$ cat src/rtl/arm_mul_unit_pkg.sv
// rtl/arm_mul_unit_pkg.sv - shared encodings, flag indices and FSM states for arm_mul_unit
//
// Contents:
//   MUL_OP_*      3-bit multiply opcodes ([2]=long, [1]=signed, [0]=accumulate)
//   NZCV_*        bit positions of N, Z, C, V in a 4-bit flag vector
//   mul_state_t   multiplier FSM states
//   mul_dec_t     decoded opcode fields
//   decode_op()   opcode -> decoded fields; short ops with the signed bit set
//                 decode as unsigned (the low WIDTH bits are identical)
package arm_mul_unit_pkg;

    localparam logic [2:0] MUL_OP_MUL   = 3'b000;
    localparam logic [2:0] MUL_OP_MLA   = 3'b001;
    localparam logic [2:0] MUL_OP_UMULL = 3'b100;
    localparam logic [2:0] MUL_OP_UMLAL = 3'b101;
    localparam logic [2:0] MUL_OP_SMULL = 3'b110;
    localparam logic [2:0] MUL_OP_SMLAL = 3'b111;

    localparam int NZCV_N = 3;
    localparam int NZCV_Z = 2;
    localparam int NZCV_C = 1;
    localparam int NZCV_V = 0;

    typedef enum logic [1:0] {
        ST_IDLE = 2'd0,
        ST_BUSY = 2'd1,
        ST_DONE = 2'd2
    } mul_state_t;

    typedef struct packed {
        logic is_long;
        logic is_signed;
        logic is_acc;
    } mul_dec_t;

    function automatic mul_dec_t decode_op(input logic [2:0] op);
        mul_dec_t d;
        d = '0;
        case (op)
            MUL_OP_MUL:   d = '0;
            MUL_OP_MLA:   d.is_acc = 1'b1;
            MUL_OP_UMULL: d.is_long = 1'b1;
            MUL_OP_UMLAL: begin
                d.is_long = 1'b1;
                d.is_acc  = 1'b1;
            end
            MUL_OP_SMULL: begin
                d.is_long   = 1'b1;
                d.is_signed = 1'b1;
            end
            MUL_OP_SMLAL: begin
                d.is_long   = 1'b1;
                d.is_signed = 1'b1;
                d.is_acc    = 1'b1;
            end
            default:      d.is_acc = op[0];
        endcase
        return d;
    endfunction

endpackage

$ cat src/rtl/arm_mul_unit_mul_step.sv
// rtl/arm_mul_unit_mul_step.sv - one multiplier iteration: chunk partial product, 2W add, signed correction
//
// Parameters: WIDTH (operand width), BITS_PER_CYCLE (chunk width B, power of two), CW (step index width)
// Ports:
//   acc       in   2*WIDTH  running accumulator
//   rm_ext    in   2*WIDTH  multiplicand, sign- or zero-extended
//   chunk     in   B        current unsigned multiplier chunk
//   step      in   CW       iteration index k
//   correct   in   1        subtract rm_ext << ((k+1)*B) (final iteration of a negative signed Rs)
//   acc_next  out  2*WIDTH  acc + rm_ext*chunk << k*B [- correction], mod 2^(2*WIDTH)
module arm_mul_unit_mul_step #(
    parameter int WIDTH          = 32,
    parameter int BITS_PER_CYCLE = 8,
    parameter int CW             = 2
) (
    input  logic [2*WIDTH-1:0]        acc,
    input  logic [2*WIDTH-1:0]        rm_ext,
    input  logic [BITS_PER_CYCLE-1:0] chunk,
    input  logic [CW-1:0]             step,
    input  logic                      correct,
    output logic [2*WIDTH-1:0]        acc_next
);

    localparam int W2 = 2 * WIDTH;
    localparam int SW = $clog2(W2) + 1;
    localparam int LB = $clog2(BITS_PER_CYCLE);

    logic [SW-1:0] sh_lo;
    logic [SW-1:0] sh_hi;
    logic [W2-1:0] partial;
    logic [W2-1:0] correction;

    // B is a power of two, so k*B is a left shift of k.
    assign sh_lo      = SW'(step) << LB;
    assign sh_hi      = (SW'(step) + SW'(1)) << LB;
    assign partial    = rm_ext * W2'(chunk);
    assign correction = correct ? (rm_ext << sh_hi) : '0;
    assign acc_next   = acc + (partial << sh_lo) - correction;

endmodule

$ cat src/rtl/arm_mul_unit.sv
// rtl/arm_mul_unit.sv - multi-cycle MUL/MLA/UMULL/UMLAL/SMULL/SMLAL unit, BITS_PER_CYCLE multiplier bits per cycle
//
// Optional feature: define MUL_EARLY_TERM_EN to finish as soon as the remaining
// multiplier bits are all zeros (or all ones for signed ops).
//
// Ports:
//   clk, reset                  clock, asynchronous active-high reset
//   start / in_ready            request; accepted when start & in_ready (IDLE or DONE)
//   mul_op[2:0]                 [2]=long, [1]=signed (long only), [0]=accumulate
//   set_flags                   S bit, latched at accept
//   operand_a / operand_b       Rm multiplicand / Rs multiplier
//   acc_lo / acc_hi             accumulator (acc_hi used by long ops only)
//   nzcv_in                     current flags; C,V are passed through
//   result_lo / result_hi       product (result_hi = 0 for short ops)
//   nzcv                        {N,Z,C,V} of the product
//   out_valid                   one-cycle completion pulse
//   result_writeback            = out_valid
//   hi_writeback                out_valid of a long op
//   nzcv_writeback              out_valid of an op with S set
module arm_mul_unit
    import arm_mul_unit_pkg::*;
#(
    parameter int WIDTH          = 32,
    parameter int BITS_PER_CYCLE = 8
) (
    input  logic             clk,
    input  logic             reset,
    input  logic             start,
    output logic             in_ready,
    input  logic [2:0]       mul_op,
    input  logic             set_flags,
    input  logic [WIDTH-1:0] operand_a,
    input  logic [WIDTH-1:0] operand_b,
    input  logic [WIDTH-1:0] acc_lo,
    input  logic [WIDTH-1:0] acc_hi,
    input  logic [3:0]       nzcv_in,
    output logic [WIDTH-1:0] result_lo,
    output logic [WIDTH-1:0] result_hi,
    output logic [3:0]       nzcv,
    output logic             out_valid,
    output logic             result_writeback,
    output logic             hi_writeback,
    output logic             nzcv_writeback
);

    localparam int W2    = 2 * WIDTH;
    localparam int K_MAX = WIDTH / BITS_PER_CYCLE;
    localparam int CW    = (K_MAX > 1) ? $clog2(K_MAX) : 1;

    mul_state_t state_q, state_d;

    logic [CW-1:0]    count_q;
    logic [W2-1:0]    acc_q;
    logic [W2-1:0]    rm_q;
    logic [WIDTH-1:0] rs_q;
    logic             signed_q;
    logic             rs_msb_q;
    logic             long_q;
    logic             flags_q;
    logic [1:0]       cv_q;

    mul_dec_t         dec;
    logic             accept;
    logic             last;
    logic             count_last;
    logic [W2-1:0]    acc_init;
    logic [W2-1:0]    rm_init;
    logic [W2-1:0]    acc_next;
    logic [WIDTH-1:0] rs_next;
    logic [3:0]       flags_d;
    logic             unused_flags_in;

    // N and Z come from the product; only C and V of the incoming flags matter.
    assign unused_flags_in = ^{nzcv_in[NZCV_N], nzcv_in[NZCV_Z]};

    assign dec      = decode_op(mul_op);
    assign in_ready = (state_q != ST_BUSY);
    assign accept   = start & in_ready;

    always_comb begin
        acc_init = '0;
        if (dec.is_acc) begin
            acc_init = dec.is_long ? {acc_hi, acc_lo} : W2'(acc_lo);
        end
    end

    assign rm_init = dec.is_signed ? {{WIDTH{operand_a[WIDTH-1]}}, operand_a}
                                   : {{WIDTH{1'b0}}, operand_a};

    // Rs is consumed low chunk first. Signed ops shift in copies of the sign
    // bit so the not-yet-consumed bits stay a faithful signed value.
    assign rs_next = signed_q ? WIDTH'($signed(rs_q) >>> BITS_PER_CYCLE)
                              : (rs_q >> BITS_PER_CYCLE);

    assign count_last = (count_q == CW'(K_MAX - 1));

`ifdef MUL_EARLY_TERM_EN
    logic [WIDTH-1:0] rem_u;
    logic [WIDTH-1:0] rem_s;

    assign rem_u = rs_q >> BITS_PER_CYCLE;
    assign rem_s = WIDTH'($signed(rs_q) >>> BITS_PER_CYCLE);
    assign last  = count_last || (rem_u == '0) || (signed_q && (rem_s == '1));
`else
    assign last  = count_last;
`endif

    arm_mul_unit_mul_step #(
        .WIDTH          (WIDTH),
        .BITS_PER_CYCLE (BITS_PER_CYCLE),
        .CW             (CW)
    ) u_step (
        .acc      (acc_q),
        .rm_ext   (rm_q),
        .chunk    (rs_q[BITS_PER_CYCLE-1:0]),
        .step     (count_q),
        .correct  (last & signed_q & rs_msb_q),
        .acc_next (acc_next)
    );

    always_comb begin
        flags_d         = '0;
        flags_d[NZCV_N] = long_q ? acc_next[W2-1] : acc_next[WIDTH-1];
        flags_d[NZCV_Z] = long_q ? (acc_next == '0) : (acc_next[WIDTH-1:0] == '0);
        flags_d[NZCV_C] = cv_q[1];
        flags_d[NZCV_V] = cv_q[0];
    end

    always_comb begin
        state_d = state_q;
        case (state_q)
            ST_IDLE: if (start) state_d = ST_BUSY;
            ST_BUSY: if (last)  state_d = ST_DONE;
            ST_DONE: state_d = start ? ST_BUSY : ST_IDLE;
            default: state_d = ST_IDLE;
        endcase
    end

    always_ff @(posedge clk or posedge reset) begin
        if (reset) begin
            state_q <= ST_IDLE;
        end else begin
            state_q <= state_d;
        end
    end

    always_ff @(posedge clk or posedge reset) begin
        if (reset) begin
            count_q        <= '0;
            acc_q          <= '0;
            rm_q           <= '0;
            rs_q           <= '0;
            signed_q       <= 1'b0;
            rs_msb_q       <= 1'b0;
            long_q         <= 1'b0;
            flags_q        <= 1'b0;
            cv_q           <= '0;
            result_lo      <= '0;
            result_hi      <= '0;
            nzcv           <= '0;
            out_valid      <= 1'b0;
            hi_writeback   <= 1'b0;
            nzcv_writeback <= 1'b0;
        end else begin
            out_valid      <= 1'b0;
            hi_writeback   <= 1'b0;
            nzcv_writeback <= 1'b0;
            if (accept) begin
                count_q  <= '0;
                acc_q    <= acc_init;
                rm_q     <= rm_init;
                rs_q     <= operand_b;
                signed_q <= dec.is_signed;
                rs_msb_q <= operand_b[WIDTH-1];
                long_q   <= dec.is_long;
                flags_q  <= set_flags;
                cv_q     <= {nzcv_in[NZCV_C], nzcv_in[NZCV_V]};
            end else if (state_q == ST_BUSY) begin
                count_q <= count_q + CW'(1);
                acc_q   <= acc_next;
                rs_q    <= rs_next;
                if (last) begin
                    // Writeback strobes are registered from the finishing op,
                    // so a back-to-back accept in DONE cannot disturb them.
                    out_valid      <= 1'b1;
                    result_lo      <= acc_next[WIDTH-1:0];
                    result_hi      <= long_q ? acc_next[W2-1:WIDTH] : '0;
                    nzcv           <= flags_d;
                    hi_writeback   <= long_q;
                    nzcv_writeback <= flags_q;
                end
            end
        end
    end

    assign result_writeback = out_valid;

endmodule
$ cat config.mk
export PLATFORM = sky130hd
export DESIGN_NAME = arm_mul_unit
export DESIGN_NICKNAME = d
export VERILOG_FILES = /design/src/rtl/arm_mul_unit_pkg.sv /design/src/rtl/arm_mul_unit_mul_step.sv /design/src/rtl/arm_mul_unit.sv
export SDC_FILE = /design/constraint.sdc
export NUM_CORES = 1
export LEC_CHECK = 0
export BUFFER_PORTS_ARGS = -buffer_cell sky130_fd_sc_hd__buf_4
export CAP_MARGIN = 0
export CORE_MARGIN = 2
export CORE_UTILIZATION = 30
export DETAILED_ROUTE_END_ITERATION = 8
export GPL_ROUTABILITY_DRIVEN = 0
export GPL_TIMING_DRIVEN = 0
export PLACE_DENSITY = 0.56
export RECOVER_POWER = 100
export SLEW_MARGIN = 20
export SYNTH_ARGS = -nofsm -noshare
export SYNTH_HDL_FRONTEND = slang
export SYNTH_SLANG_ARGS = --single-unit
$ cat constraint.sdc
create_clock -name clk -period 10.7 [get_ports clk]
set_input_delay 0.535 -clock clk [delete_from_list [all_inputs] [get_ports clk]]
set_output_delay 0.535 -clock clk [all_outputs]
set_load 0.01 [all_outputs]
==> Word level (Yosys, flattened, before mapping) <==
Index checks and enable logic that the tools add are counted.
{ "classes": {"n_addsub": 4, "multipliers": 1, "div_mod_pow": 0, "n_lt_le_gt_ge": 0, "n_eq_ne": 12, "shifts": 2, "mux": 30, "n_bitwise": 4, "reduce_logical": 12} }
{ "ops": {"columns": ["cell", "n"], "rows": [
  ["two-way mux 64 bit", 6],
  ["two-way mux 32 bit", 4],
  ["adder 64 bit", 1],
  ["zero test 64 bit", 1],
  ["multiplier 64 x 8 -> 64 bit", 1],
  ["left shift 64 x 5 -> 64 bit", 1],
  ["left shift 64 x 7 -> 64 bit", 1],
  ["subtractor 64 bit", 1],
  ["zero test 32 bit", 1],
  ["two-way mux 1 bit", 14],
  ["equality test 3 bit, second input constant", 4],
  ["two-way mux 2 bit", 4],
  ["case mux 2 bit (3 select lines)", 1],
  ["OR reduction 3 bit", 2],
  ["equality test 2 bit, second input constant", 2],
  ["!= test 2 x 1 -> 1 bit, second input constant", 2],
  ["!= test 2 bit, second input constant", 2],
  ["AND reduction 2 bit", 2],
  ["OR reduction 4 bit", 1],
  ["adder 2 x 1 -> 3 bit, second input constant", 1],
  ["bitwise AND 1 bit", 3],
  ["equality test 3 x 1 -> 1 bit, second input constant", 1],
  ["zero test 3 bit", 1],
  ["AND reduction 3 bit", 1],
  ["7 further kinds", 7]
]} }
{ "totals": {"regBits": 241, "latch_bits": 0, "mem_bits_rw": 0, "mem_bits_ro": 0, "input_bits": 139, "output_inout_bits": 73, "mem_count": 0} }

==> Logic depth before layout (Yosys ltp) <==
{ "depth": {"ltp_word": 7, "ltp_mapped": 39, "depth_no_buf": 37} }

==> By module <==
Synthesis repeated with hierarchy kept, for this count alone.
{ "hier_totals": {"cells_unflattened": 3636, "hier_area_um2": 31352.6} }
{ "modules_own_cells": {"columns": ["module", "n_inst", "cells_per_inst", "area_each_um2", "seq_area_each_um2"], "rows": [
  ["arm_mul_unit_mul_step", 1, 2827, 22571.6, 0.0],
  ["arm_mul_unit", 1, 809, 8780.9, 5255.0]
]} }

==> Worst setup path after synthesis <==
Ideal clock, no wire load.
{ "synth_timing": {"path_type": "register to register", "start": "reg rs_q[2]", "end": "reg nzcv[2]", "setup_time_ns": 0.067, "arrival_ns": 8.986, "required_ns": 10.633, "setup_slack_ns": 1.647, "path_stages_with_launch": 37, "n_path_buf": 1, "period_less_slack_ns": 9.053, "path_cell_list": "dfrtp_1 -> clkbuf_1 -> and2_1 -> fa_1 -> fa_1 -> fa_1 -> inv_1 -> fa_1 -> inv_1 -> ha_1 -> a21o_1 -> a21o_1 -> a21o_1 -> a21o_1 -> a21oi_1 -> o21ai_0 -> or3_1 -> o21a_1 -> o41ai_1 -> and2_1 -> a211oi_1 -> a221o_1 -> fa_1 -> inv_1 -> ha_1 -> a21o_1 -> a21o_1 -> a221oi_1 -> nand2b_1 -> nor4_1 -> nor2_1 -> xor2_1 -> or4b_1 -> or4_1 -> nor4_1 -> nand4_1 -> nand2b_1"} }
{ "synth_between": {"elab_chain_cells": 6} }
{ "synth_rtl": {"columns": ["item", "line_no", "rtl"], "rows": [
  ["start, declared", "arm_mul_unit.sv:55", "logic [WIDTH-1:0] rs_q;"],
  ["start signal, assigned", "arm_mul_unit.sv:172", "rs_q <= operand_b;"],
  ["start signal, assigned", "arm_mul_unit.sv:181", "rs_q <= rs_next;"],
  ["multiplier 64 x 8 -> 64 bit (*)", "arm_mul_unit_mul_step.sv:36", "assign partial = rm_ext * W2'(chunk);"],
  ["left shift 64 x 5 -> 64 bit (*)", "arm_mul_unit_mul_step.sv:38", "assign acc_next = acc + (partial << sh_lo) - correction;"],
  ["adder 64 bit (*)", "arm_mul_unit_mul_step.sv:38", null],
  ["subtractor 64 bit (*)", "arm_mul_unit_mul_step.sv:38", null],
  ["zero test 64 bit or zero test 32 bit (tied branches)", "arm_mul_unit.sv:124", "flags_d[NZCV_Z] = long_q ? (acc_next == '0) : (acc_next[WIDTH-1:0] == '0);"],
  ["two-way mux 1 bit (*)", "arm_mul_unit.sv:124", null],
  ["end signal, assigned", "arm_mul_unit.sv:188", "nzcv <= flags_d;"],
  ["end, declared", "arm_mul_unit.sv:39", "output logic [3:0] nzcv,"]
]} }
Every way passes the cells marked *; elsewhere a longest branch is shown, timed or not.
A chain may end at the register's enable or synchronous reset.

==> Worst setup path after layout <==
Ends and elaborated chain as after synthesis.

==> impl_metrics.xml <==
<?xml version="1.0" encoding="UTF-8"?>
<metrics>
  <group name="sta">
    <metric name="post-route-worst-setup-slack" unit="ns">0.299</metric>
    <metric name="finalCriticalPeriod" unit="ns">10.40</metric>
    <metric name="period_utilization_post_route" unit="%">97.2</metric>
    <metric name="report.final.slew_viol_count" unit="">215</metric>
    <metric name="clock-skew-final" unit="ns">0.0280</metric>
    <metric name="maxSlewHeadroom" unit="%">-230</metric>
    <metric name="hold_viol_final" unit="">0</metric>
    <metric name="maxClockFrequency" unit="MHz">96.1</metric>
    <metric name="tightest_slew" unit="ns">4.95</metric>
    <metric name="setup_viol" unit="">0</metric>
    <metric name="tns" unit="ns">0</metric>
  </group>
  <group name="routing">
    <metric name="detail-route-antenna-nets" unit="">0</metric>
    <metric name="detail_route.iter0.violations" unit="">2014</metric>
    <metric name="drt-vias-per-instance" unit="">5.29</metric>
    <metric name="detail_route.wirelength" unit="mm">95.8</metric>
    <metric name="detail_route.wl_per_cell" unit="microns">21.7</metric>
    <metric name="drtPass1Iterations" unit="">8</metric>
    <metric name="via_count" unit="">23276</metric>
    <metric name="count_of_unresolved_drc_violations_after_routing" unit="">0</metric>
  </group>
  <group name="layout">
    <metric name="area_growth_syn_to_layout" unit="%">16.6</metric>
    <metric name="fillerInstances" unit="">8928</metric>
    <metric name="post_route_cells_drive_above_1_share" unit="%">10.8</metric>
    <metric name="fin_nets" unit="">3779</metric>
    <metric name="final_common_cell" unit="">nand2_1</metric>
    <metric name="mostFrequentLayoutCells" unit="">397 x nand2_1, 313 x inv_1, 274 x fa_1, 221 x and2_1, 212 x clkbuf_1</metric>
  </group>
  <group name="synthesis">
    <metric name="synth_async_sr_flop_share" unit="%">100</metric>
    <metric name="synth_seq_cells" unit="">210</metric>
    <metric name="postSynth.topFlopCell" unit="">dfrtp_1</metric>
    <metric name="ys.warnings.count" unit="">0</metric>
    <metric name="synth.cell_area" unit="sq um">25400</metric>
    <metric name="synth-seq-area-share" unit="%">20.7</metric>
    <metric name="post-synth-top-area-cell" unit="">fa_1</metric>
    <metric name="yosysUniqueCellTypes" unit="">100</metric>
    <metric name="synth_enable_flop_cells" unit="">0</metric>
    <metric name="yosys-top-cells-area" unit="">fa_1 22%, dfrtp_1 21%, nand2_1 5.9%</metric>
    <metric name="postSynthCellCount" unit="">2977</metric>
    <metric name="synth_largest_type_area_fraction" unit="%">21.6</metric>
    <metric name="post_synth.cell_area_avg" unit="sq um">8.54</metric>
  </group>
  <group name="die">
    <metric name="io_pins" unit="">212</metric>
    <metric name="die_x" unit="microns">295</metric>
    <metric name="die_area" unit="sq um">87100</metric>
    <metric name="initial_utilization" unit="%">30.3</metric>
    <metric name="die_h" unit="microns">295</metric>
    <metric name="core.rowCount" unit="">106</metric>
    <metric name="coreArea" unit="sq um">83800</metric>
  </group>
  <group name="run">
    <metric name="max-cap-violations" unit="">3</metric>
  </group>
  <group name="critical_path">
    <metric name="critPathKind" unit="">register to register</metric>
    <metric name="worst_path_largest_cell_delay" unit="ns">0.62</metric>
    <metric name="timing.critical_path.buf_inv" unit="">4</metric>
    <metric name="path_common_cell" unit="">fa_1</metric>
    <metric name="crit_required" unit="ns">11.23</metric>
    <metric name="startpoint_type" unit="">register</metric>
    <metric name="cpLargestDelayFamily" unit="">simple AND/OR/NAND/NOR gates</metric>
    <metric name="crit_path_max_fanout" unit="">10</metric>
    <metric name="worstSetupEndpointType" unit="">register</metric>
    <metric name="critical_path_top_delay_cell" unit="">or4_2</metric>
    <metric name="cp_data_arrival_time" unit="ns">10.93</metric>
  </group>
  <group name="clocking">
    <metric name="htree_levels" unit="">1</metric>
    <metric name="cts_tree" unit="">yes</metric>
    <metric name="cts_made_buffers" unit="">26</metric>
    <metric name="clock_tree.buffer_depth" unit="">3</metric>
    <metric name="numClockSinks" unit="">210</metric>
    <metric name="clk-insertion-delay-late" unit="ns">0.60</metric>
    <metric name="clk_root_buffer_cell" unit="">clkbuf_16</metric>
    <metric name="clkSlewWorstSetupHoldPaths" unit="ns">0.07</metric>
  </group>
  <group name="placement">
    <metric name="post_placement_setup_slack" unit="ns">-1.38</metric>
    <metric name="port_buffers" unit="">208</metric>
    <metric name="dp_hpwl" unit="mm">78.4</metric>
  </group>
  <group name="worst_hold_path">
    <metric name="hold_path.class" unit="">primary input to register</metric>
  </group>
  <group name="grt">
    <metric name="pin_count_of_the_biggest_net_entering_global_routing" unit="">91</metric>
    <metric name="globalRouteOverflowTotal" unit="">0</metric>
    <metric name="number_of_antenna_violations_at_the_first_check_in_global_routing" unit="">3</metric>
    <metric name="first_global_vias" unit="">22568</metric>
    <metric name="grt_use_total" unit="%">21.6</metric>
    <metric name="global_route_wire_length_before_repair" unit="mm">142</metric>
  </group>
  <group name="status">
    <metric name="outcome" unit="">complete, but fails checks</metric>
    <metric name="failing_checks" unit="">capacitance limit, slew limit</metric>
  </group>
</metrics>
[worst register-to-register path, delay by kind of cell, from the launching register on]
kind                       cells  cell delay (ns)
AOI/OAI and AO/OA              8             2.11
xor gates and xnor gates       1             0.25
and+or+nand+nor               15             3.64
adders and majority gates      7             3.38
buffers and inverters          4             0.37
DFF                            1             0.56
[state kept, by name, indices dropped and copies added, names as in the netlist, 2 cells and up]
signal,count
state_q,2
nzcv,4
cv_q,2
count_q,2
acc_q,64
result_hi,32
rm_q,33
rs_q,32
result_lo,32
[final cells by class]
| class | count | area [sq um] | area share, % |
|---|---|---|---|
| clock buffers | 37 | 793 | 2.67 |
| flip-flops and latches | 210 | 5270 | 17.7 |
| inverters | 316 | 1190 | 4.00 |
| clock inverters | 11 | 168 | 0.565 |
| multi-input cells | 2291 | 18600 | 62.9 |
| well taps | 1134 | 1420 | 4.78 |
| diodes | 1 | 2.50 | 0.00844 |
| plain buffers | 177 | 763 | 2.57 |
| repair buffers | 226 | 1420 | 4.78 |
[cell families (layout without fill, tap and decap cells)]
family,after synthesis,count (layout),synth area share (%)
and+or+nand+nor,1004,1004,19.5
AOI/OAI and AO/OA,693,693,18.2
buffers and inverters,506,767,7.70
adders and majority gates,392,392,27.4
DFF,210,210,20.7
muxes,99,99,4.10
xor gates and xnor gates,71,71,2.45
other,2,33,0.0295
[through the flow]
step           utilization, %  hold WS [ns]  std cells  instance area [sq um]
4_1_cts                  35.4         0.110       4395                  29700
3_3_place_gp             34.0         0.459       4349                  28500
2_1_floorplan               -         0.438       3007                  25500
6_report                 35.4         0.116       4403                  29700
5_1_grt                  35.4         0.148       4402                  29700
3_5_place_dp             34.1         0.464       4351                  28600
[synthesized netlist by cell type (15+ instances only)]
library cell	count
nand2_1	397
inv_1	315
fa_1	274
and2_1	225
dfrtp_1	210
a21oi_1	203
clkbuf_1	171
o21ai_0	150
nor2_1	144
ha_1	118
mux2i_1	76
a21o_1	61
xnor2_1	43
a221oi_1	39
nor3_1	38
a221o_1	33
nand3_1	32
xor2_1	28
nand4_1	26
a22o_1	24
and3_1	24
mux2_2	21
o21bai_1	20
nor2b_1	16
or3_1	16
a211oi_1	15
[final timing paths]
kind	start	to	slack, ns	cells after the start
min	set_flags	flags_q	0.12	3
min in group asynchronous	reset	nzcv[1]	1.11	3
max	rs_q[2]	nzcv[2]	0.30	35
min reg2reg	cv_q[0]	cv_q[0]	0.48	2
max in group asynchronous	reset	rs_q[2]	3.85	4
max reg2reg	rs_q[2]	nzcv[2]	0.30	35
[metal layers]
layer | routed length [microns] | share of wire [%] | vias to the layer above | GRT usage, %
li1 | - | - | 10560 | -
met1 | 40800 | 43 | 11583 | 29.6
met2 | 43100 | 45 | 984 | 34.4
met3 | 9340 | 9.8 | 147 | 5.48
met4 | 2580 | 2.7 | 2 | 4.67
met5 | 13 | 0.014 | - | 0
[timing repair]
item / CTS / global route
pin swaps: 1 / 20
buffers inserted: 0 / 15
setup endpoints to repair: 17 / 8
hold buffers: 1 / 0
resized for setup: 46 / 79
hold endpoints to repair: 46 / 0
cloned: 0 / 0
Power is left out: the tool's default activity adds up to more than one toggle a clock period on the data nets, which glitch-free logic cannot reach.
